### src/rtl/zbc_clmul.sv
// Multi-cycle carry-less multiplier (CLMUL/CLMULH/CLMULR) for the execute stage.
// Consumes BITS_PER_CYCLE multiplier bits per cycle and stops early once none remain set.
module zbc_clmul #(
  parameter int unsigned BITS_PER_CYCLE = 4
) (
  input  logic        s_clk_i,
  input  logic        s_rst_i,
  input  logic        s_start_i,
  input  logic        s_flush_i,
  input  logic [1:0]  s_function_i,
  input  logic [31:0] s_op1_i,
  input  logic [31:0] s_op2_i,
  output logic        s_busy_o,
  output logic        s_valid_o,
  output logic [31:0] s_result_o
);

  typedef enum logic [1:0] {StIdle, StRun, StDone} state_e;

  state_e      state_q;
  logic [63:0] acc_q;
  logic [63:0] mcand_q;
  logic [31:0] mplier_q;
  logic [1:0]  fn_q;
  logic        busy_q;
  logic        valid_q;
  logic [31:0] result_q;

  logic [63:0] acc_step;
  logic [63:0] mcand_step;
  logic [31:0] mplier_step;
  logic [31:0] run_result;

  // One RUN step: fold in up to BITS_PER_CYCLE partial products, then advance the operands.
  always_comb begin
    acc_step = acc_q;
    for (int unsigned j = 0; j < BITS_PER_CYCLE; j++) begin
      if (mplier_q[j[4:0]]) begin
        acc_step = acc_step ^ (mcand_q << j);
      end
    end
    mcand_step  = mcand_q << BITS_PER_CYCLE;
    mplier_step = mplier_q >> BITS_PER_CYCLE;

    run_result = '0;
    case (fn_q)
      2'b00:   run_result = acc_step[31:0];
      2'b01:   run_result = acc_step[63:32];
      2'b10:   run_result = acc_step[62:31];
      default: run_result = '0;
    endcase
  end

  always_ff @(posedge s_clk_i or posedge s_rst_i) begin
    if (s_rst_i) begin
      state_q  <= StIdle;
      acc_q    <= '0;
      mcand_q  <= '0;
      mplier_q <= '0;
      fn_q     <= '0;
      busy_q   <= 1'b0;
      valid_q  <= 1'b0;
      result_q <= '0;
    end else begin
      valid_q <= 1'b0;
      if (s_flush_i) begin
        state_q <= StIdle;
        busy_q  <= 1'b0;
      end else begin
        unique case (state_q)
          StIdle, StDone: begin
            if (s_start_i) begin
              fn_q     <= s_function_i;
              mcand_q  <= {32'b0, s_op1_i};
              mplier_q <= s_op2_i;
              acc_q    <= '0;
              if (s_op2_i == '0) begin
                // Empty product: every function selects zero.
                state_q  <= StDone;
                valid_q  <= 1'b1;
                busy_q   <= 1'b0;
                result_q <= '0;
              end else begin
                state_q <= StRun;
                busy_q  <= 1'b1;
              end
            end else begin
              state_q <= StIdle;
              busy_q  <= 1'b0;
            end
          end
          StRun: begin
            acc_q    <= acc_step;
            mcand_q  <= mcand_step;
            mplier_q <= mplier_step;
            if (mplier_step == '0) begin
              state_q  <= StDone;
              valid_q  <= 1'b1;
              busy_q   <= 1'b0;
              result_q <= run_result;
            end
          end
          default: begin
            state_q <= StIdle;
            busy_q  <= 1'b0;
          end
        endcase
      end
    end
  end

  assign s_busy_o   = busy_q;
  assign s_valid_o  = valid_q;
  assign s_result_o = result_q;

endmodule

### config.mk
export PLATFORM = sky130hd
export DESIGN_NAME = zbc_clmul
export DESIGN_NICKNAME = d
export VERILOG_FILES = /design/src/rtl/zbc_clmul.sv
export SDC_FILE = /design/constraint.sdc
export NUM_CORES = 1
export LEC_CHECK = 0
export CAP_MARGIN = 20
export CORE_AREA = 2 2 188 190
export DETAILED_ROUTE_END_ITERATION = 16
export DIE_AREA = 0 0 190 192
export GPL_ROUTABILITY_DRIVEN = 0
export SYNTH_ARGS = -nofsm -noshare
export SYNTH_HDL_FRONTEND = slang
export SYNTH_SLANG_ARGS = --single-unit
### constraint.sdc
create_clock -name s_clk_i -period 9.9 [get_ports s_clk_i]
set_input_delay 1.98 -clock s_clk_i [delete_from_list [all_inputs] [get_ports s_clk_i]]
set_output_delay 1.98 -clock s_clk_i [all_outputs]
set_load 0.005 [all_outputs]
==> impl_metrics.tcl <==
set metrics [dict create \
    filler_cell_count 3336 \
    most-common-layout-cells "sky130_fd_sc_hd__nand2_1 (357), sky130_fd_sc_hd__dfrtp_1 (193), sky130_fd_sc_hd__xnor2_1 (109)" \
    p_seq_frac 0.393 \
    hold_slack_ps 487 \
    clk_transition_reported_paths_ps 70 \
    setup_total_negative_slack_ps 0 \
    top_level_port_count 104 \
    maximum_fanout_along_the_worst_path 37 \
    post_cts_resize_count 0 \
    p_sw_frac 0.392 \
    multiInputGateArea_um2 6490 \
    report.final.slew_viol_count 0 \
    layout-drive-gt1-share 0.0523 \
    hpwlAfterDp_um 20100 \
    outcome "completed" \
    clock_power_share 0.230 \
    synth_adder_area_share 0 \
    critPathKind "in -> reg" \
    final.setup_skew_ps 12.0 \
    slew_headroom 0.250 \
    max-clock-path-buffers 2 \
    final_antenna_net_count 0 \
    regArea_um2 4930 \
    post_drt_wl_per_cell_um 17.3 \
    start_kind "primary input" \
    largest_delay_share_family_worst_path "simple AND/OR/NAND/NOR gates" \
    combinationalPowerShare 0.377 \
    power.net_switching_w 0.00114 \
    critical_path.n_buffers_inverters 2 \
    synthesized_instance_count 1237 \
    cts_root_buf "sky130_fd_sc_hd__clkbuf_16" \
    synth_compound_area_frac 0.155 \
    critical_path_arrival_ps 4460 \
    synth_cell_type_count 45 \
    worst_skew_pair.late_latency_ps 450 \
    detail_route.first_pass.iterations 4 \
    globalRouteTotalUtil 0.173 \
    ys.flop_type "sky130_fd_sc_hd__dfrtp_1" \
    cellPowerDensity_nw_per_um2 211 \
    cp_cell_sequence "clkdlybuf4s50_1 -> or2_1 -> nand2b_4 -> o21ai_4 -> buf_4 -> nor2_2 -> a22o_1" \
    drc_errors_left 0 \
    maxCapViolCount 0 \
    combinational_family_with_the_most_area_after_synthesis "XOR/XNOR gates" \
    design.core.area_um2 34300 \
    clock.fmax_mhz 243 \
    period_share 0.416 \
    yosysSeqAreaShare 0.416 \
    worst_ir_drop_vdd_mv 0.129 \
    cts_tree "built" \
    postCtsHoldBufs 0 \
    cp_slowest_cell "sky130_fd_sc_hd__or2_1" \
    layout_commonest_cell "sky130_fd_sc_hd__nand2_1" \
    number_of_enable_flip_flop_cells_after_synthesis 0 \
    yosys_warnings 0 \
    io_buffer_count 103 \
    total_standard_cell_area_after_synthesis_um2 11900 \
    die_x_um 190 \
    synth-seq-cells 197 \
    remaining_global_route_overflow 0 \
    async_flop_share 1.00 \
    antenna_cells_inserted 0 \
    total_leakage_power_nw 6.04 \
    grt_start_max_net_pins 125 \
    worstMarginPinSlew_ps 1120 \
    start_util 0.346 \
    crit_required_ps 10230 \
    p_int_w 0.00176 \
    syn-num-nets 1307 \
    grt_pass1_vias 9169 \
    setup.reg_to_reg.worst_slack_ps 7110 \
    finalCriticalPeriod_ps 4120 \
    detailroute.via_count 8955 \
    rsz0062_at_grt "false" \
    endpoint_kind "flop" \
    viasPerCell 5.10 \
    grt_first_pass_wirelength_um 50200 \
    cts_made_buffers 17 \
    cts.repair_timing.setup_buffer_count 0 \
    holdCritPathClass "reg -> reg" \
    h_tree_level_count 4 \
    die-area_um2 36500 \
    die-height_um 192 \
    routed_wl_um 30400 \
    synth-xor-area-share 0.202 \
    drt_iter0_markers 529 \
    setup-violations-final 0 \
    finalHoldViolations 0 \
    nets 1358 \
    avgSynthCellArea_um2 9.59 \
    mux_share_of_post_synthesis_cell_area 0.0482 \
    grt_antenna_before_repair 0 \
    syn2layout_area_growth_pct 16.0 \
    yosys.area_share.simple 0.140 \
    fp-row-count 68 \
    cts_num_sinks 197 \
    critPathMaxStageDelay_ps 620 \
]
-- layer usage --
layer  routed length, um  track usage  up-vias
li1                    -            -     4314
met3                1030       0.0265       17
met4                 369       0.0429        0
met5                   0            0        -
met2               14700        0.288      167
met1               14400        0.238     4457
-- power by group through the flow --
| stage | combinational (W) | clock, W | sequential, W |
|---|---|---|---|
| floorplan | 0.000870 | 0 | 0.00109 |
| global placement | 0.00107 | 0 | 0.00115 |
| detailed placement | 0.00109 | 0 | 0.00115 |
| CTS | 0.00109 | 0.000681 | 0.00114 |
| global route | 0.00121 | 0.000715 | 0.00116 |
| finish | 0.00109 | 0.000668 | 0.00114 |
-- worst paths after layout --
path | start | depth (start not counted) | to
max | s_flush_i | 7 | s_result_o[17]
min | s_result_o[26] | 2 | s_result_o[26]
max reg2reg | state_q[0] | 7 | s_result_o[17]
min reg2reg | s_result_o[26] | 2 | s_result_o[26]
max in group asynchronous | s_rst_i | 4 | mcand_q[42]
min in group asynchronous | s_rst_i | 2 | mplier_q[9]
-- cell families after synthesis --
logic type / after synthesis
xor+xnor: 218
flops: 197
compound gates: 267
simple gates: 407
mux: 57
buf+inv: 91
-- state kept, by name, summed over array words and instances (netlist names) --
name	count
mplier_q	32
s_result_o	32
acc_q	64
state_q	2
s_valid_o	1
mcand_q	64
fn_q	2
-- worst register-to-register path, stage by stage, from the launching register on --
cell	delay, ps
sky130_fd_sc_hd__dfrtp_1	490
sky130_fd_sc_hd__nand2b_4	280
sky130_fd_sc_hd__or2_1	630
sky130_fd_sc_hd__nand2b_4	250
sky130_fd_sc_hd__o21ai_4	110
sky130_fd_sc_hd__buf_4	400
sky130_fd_sc_hd__nor2_2	250
sky130_fd_sc_hd__a22o_1	270
-- synthesized netlist by cell type (2+ instances only) --
| library cell | count | area (um^2) |
|---|---|---|
| sky130_fd_sc_hd__a21oi_1 | 3 | 15.0 |
| sky130_fd_sc_hd__a221oi_1 | 12 | 105 |
| sky130_fd_sc_hd__a22o_1 | 105 | 920 |
| sky130_fd_sc_hd__a22oi_1 | 15 | 113 |
| sky130_fd_sc_hd__and2_1 | 10 | 62.6 |
| sky130_fd_sc_hd__buf_1 | 3 | 11.3 |
| sky130_fd_sc_hd__buf_2 | 29 | 145 |
| sky130_fd_sc_hd__buf_4 | 5 | 37.5 |
| sky130_fd_sc_hd__buf_6 | 10 | 113 |
| sky130_fd_sc_hd__clkbuf_1 | 39 | 146 |
| sky130_fd_sc_hd__dfrtp_1 | 197 | 4930 |
| sky130_fd_sc_hd__inv_1 | 5 | 18.8 |
| sky130_fd_sc_hd__mux2i_1 | 56 | 561 |
| sky130_fd_sc_hd__nand2_1 | 357 | 1340 |
| sky130_fd_sc_hd__nand4_1 | 3 | 18.8 |
| sky130_fd_sc_hd__nor2_1 | 8 | 30.0 |
| sky130_fd_sc_hd__nor2_2 | 2 | 12.5 |
| sky130_fd_sc_hd__nor4_1 | 15 | 93.8 |
| sky130_fd_sc_hd__o21ai_0 | 93 | 465 |
| sky130_fd_sc_hd__o21ai_1 | 32 | 160 |
| sky130_fd_sc_hd__xnor2_1 | 109 | 955 |
| sky130_fd_sc_hd__xnor2_2 | 2 | 32.5 |
| sky130_fd_sc_hd__xnor3_1 | 33 | 743 |
| sky130_fd_sc_hd__xor2_1 | 73 | 639 |
-- cell type report --
class / count / area share
flip-flops and latches: 197 / 0.358
multi-input cells: 949 / 0.472
clock buffers: 20 / 0.0332
well taps: 455 / 0.0414
inverters: 5 / 0.00191
clock inverters: 12 / 0.00727
repair buffers: 118 / 0.0860
-- per-stage QoR --
step           worst slack, ps  std cells  utilization  instance area [um^2]  power [W]
6_report                  5780       1756        0.401                 13800    0.00290
5_1_grt                   5630       1756        0.401                 13800    0.00309
4_1_cts                   5640       1754        0.400                 13700    0.00291
3_5_place_dp              5170       1722        0.384                 13200    0.00224
3_3_place_gp              5160       1722        0.384                 13200    0.00222
2_1_floorplan             2550       1237            -                 11900    0.00196
No activity file was read; power rests on OpenSTA's default activity.
==> edit 1: new RTL, same settings <==
`BITS_PER_CYCLE`: 4 -> 6.
--- a/src/rtl/zbc_clmul.sv
+++ b/src/rtl/zbc_clmul.sv
@@ -3,3 +3,3 @@
 module zbc_clmul #(
-  parameter int unsigned BITS_PER_CYCLE = 4
+  parameter int unsigned BITS_PER_CYCLE = 6
 ) (
Function: changed (Yosys sat finds a counterexample within 4 cycles, from zero or initial values and one cycle with s_rst_i high).
==> edit 1 against the unedited design <==
- total power grew 37%
- design area grew 12%
- largest cell class unchanged
- sequential cell count is the same
- fmax shrank 8.8%
- routed wire length grew 15%
- synthesized cell count grew 22%
- worst setup slack lost 0.40 ns
- area after synthesis grew 18%
- via count grew 14%
==> edit 1: results <==
{
  "status": "finished clean",
  "yosys-top-cells-area": "dfrtp_1 (35%), nand2_1 (13%), xnor2_1 (13%), xnor3_1 (7.4%), a22o_1 (5.0%)",
  "cpMaxStageDelayCell": "buf_4",
  "synth-compound-area-share": 0.138,
  "met2_usage": 0.338,
  "drt-total-wl_um": 35200,
  "wl_per_cell_um": 18.0,
  "grt.met1_usage": 0.271,
  "vias_per_cell": 5.24,
  "critPathMaxStageDelay_ns": 0.83,
  "grt_pass1_vias": 10128,
  "drt_iter0_markers": 798,
  "timing.hold.ws_ns": 0.481,
  "grtUsageTotal": 0.200,
  "netSwitchingPower_mw": 1.64,
  "multi_input_area_sq_um": 8130,
  "arrival_ns": 4.88,
  "reg2reg_slack_ns": 6.43,
  "fin_skew_ns": 0.0163,
  "synth_xor_area_frac": 0.256,
  "avgSynthCellArea_sq_um": 9.29,
  "routed-wl-met3_um": 1410,
  "reg2reg_from": "s_busy_o",
  "grt_pass1_wl_um": 57500,
  "syn_nets": 1575
}
-- edit 1: cell count changes in the layout (fill, tap and decap cells not counted), moves of 13 or more --
| cell | delta |
|---|---|
| a22o_1 | -25 |
| nand2_1 | +127 |
| o21a_1 | +26 |
| o21ai_1 | -31 |
| o31ai_2 | +20 |
| xnor2_1 | +98 |
| xnor3_1 | +13 |
| xnor3_2 | +18 |
| xor2_1 | -40 |
-- edit 1: final timing paths --
kind	endpoint	cells past startpoint
hold / removal	s_result_o[30]	2
hold reg to reg	s_result_o[30]	2
setup reg to reg	acc_q[0]	8
max in group asynchronous	acc_q[12]	4
setup / recovery	acc_q[0]	8
min in group asynchronous	s_result_o[25]	2
-- edit 1: area by class of cell --
cell class / count / share of cell area
multi-input cells: 1141 / 0.528
flip-flops and latches: 197 / 0.321
repair buffers: 120 / 0.0765
well taps: 455 / 0.0370
clock buffers: 19 / 0.0294
clock inverters: 13 / 0.00747
inverters: 4 / 0.00146
==> edit 2: new RTL, same flow settings <==
Without the edit above. Register the input `s_op2_i` before use, without a reset. The logic sees it one clock later. The other inputs are not delayed to match.
--- a/src/rtl/zbc_clmul.sv
+++ b/src/rtl/zbc_clmul.sv
@@ -18,2 +18,8 @@
   typedef enum logic [1:0] {StIdle, StRun, StDone} state_e;
+
+  logic [31:0] s_op2_q;
+
+  always_ff @(posedge s_clk_i) begin
+    s_op2_q <= s_op2_i;
+  end
 
@@ -74,5 +80,5 @@
               mcand_q  <= {32'b0, s_op1_i};
-              mplier_q <= s_op2_i;
+              mplier_q <= s_op2_q;
               acc_q    <= '0;
-              if (s_op2_i == '0) begin
+              if (s_op2_q == '0) begin
                 // Empty product: every function selects zero.
Formal check against the unedited RTL: not equivalent (Yosys sat finds a counterexample within 4 cycles, from zero or initial values and one cycle with s_rst_i high).
==> edit 2 against the unedited design <==
- sequential power up 17%
- worst setup slack improved by 0.033 ns
- area after synthesis is 10% higher
- total power increased by 43%
- critical endpoint is now s_result_o[24]
- die area stayed put
- sequential cell count grew 33
- design area rose by 12%
- via count increased by 13%
- non-clock buffer count grew 3
- synthesized cell count grew 13%
- routed wire length rose by 12%
- combinational power rose by 68%
==> edit 2: results <==
{
  "io_buffers": 103,
  "ys_seq_area_frac": 0.428,
  "synth_common_cells": "nand2_1 (396), dfrtp_1 (198), xor2_1 (90)",
  "layout-drive-gt1-share": 0.0538,
  "drt_iter0_markers": 632,
  "fin_skew_ns": 0.0209,
  "routed-via-count": 10097,
  "grtUsageTotal": 0.190,
  "cts_made_buffers": 28,
  "h-tree-depth": 1,
  "yosys-top-cells-area": "dfrtp_1 (38%), nand2_1 (11%), xnor3_1 (11%), xor2_1 (6.0%), dfxtp_1 (4.9%)",
  "cts_buffer_depth": 3,
  "place_inst": 1873,
  "ir_drop_mv": 0.163,
  "drt_pre_antenna_iters": 5,
  "async_flop_share": 0.861,
  "arrival_ns": 4.54,
  "wl_per_cell_um": 17.7,
  "syn_inst": 1395,
  "clkLatencyLatePin_ns": 0.55,
  "path_max_fanout": 39,
  "min_from": "s_op2_q[24]",
  "fillCellCount": 3253,
  "synth_cell_types": 36,
  "worstHoldPathType": "reg -> reg",
  "status": "finished clean",
  "max_slew_margin": 0.205,
  "layout.nets": 1520,
  "grt_max_degree": 129,
  "hpwl_um": 21500,
  "clkTransAtPathRegs_ns": 0.05
}
## edit 2: final timing paths
check | endpoint | slack, ns | depth (start not counted)
worst max-delay path | s_result_o[24] | 5.81 | 8
worst min-delay path | mplier_q[24] | 0.47 | 2
worst max register to register | s_result_o[24] | 7.22 | 7
worst min register to register | mplier_q[24] | 0.47 | 2
max in group asynchronous | mcand_q[52] | 6.42 | 3
min in group asynchronous | mcand_q[13] | 2.00 | 2
## edit 2: metal layers
metal,up-vias,share of wire,global-route usage
met5,-,0,0
met4,0,0.030,0.0644
met3,52,0.044,0.0269
met2,225,0.46,0.313
met1,4962,0.46,0.256
li1,4858,-,-
## edit 2: power by group through the flow
stage / Combinational, mW / Sequential, mW / Clock, mW
CTS: 1.85 / 1.33 / 1.01
detailed placement: 1.85 / 1.34 / 0
floorplan: 1.45 / 1.25 / 0
global route: 2.00 / 1.36 / 1.05
global placement: 1.81 / 1.34 / 0
finish: 1.83 / 1.33 / 0.989
## edit 2: cell families (layout without fill, tap and decap cells)
kind of cell,count (synthesis),in the layout,share of synthesized area
simple gates,520,520,0.164
compound gates,291,291,0.150
flops,230,230,0.428
xor+xnor,219,219,0.213
buf+inv,129,203,0.0408
mux,6,6,0.00479
## edit 2: critical path, cell delays in order
cell and delay [ns]:
clkdlybuf4s50_1 0.56, nor3b_4 0.06, buf_4 0.27, and4_1 0.29
a21oi_2 0.74, buf_4 0.37, o21ai_0 0.14, o211ai_1 0.12
## edit 2: cell type report
| class | count | area [sq um] | share of cell area |
|---|---|---|---|
| repair buffers | 121 | 1190 | 0.0776 |
| clock buffers | 43 | 847 | 0.0552 |
| well taps | 455 | 569 | 0.0371 |
| clock inverters | 6 | 50.0 | 0.00326 |
| flip-flops and latches | 230 | 5600 | 0.365 |
| multi-input cells | 1036 | 6960 | 0.453 |
| inverters | 33 | 131 | 0.00856 |
## edit 2: metrics by stage
stage	worst slack [ns]	area, sq um	util	total power, mW
floorplan	2.52	13100	-	2.70
global placement	5.23	14400	0.420	3.15
detailed placement	5.27	14400	0.420	3.19
CTS	5.85	15300	0.447	4.19
global route	5.70	15300	0.448	4.41
finish	5.81	15300	0.448	4.15
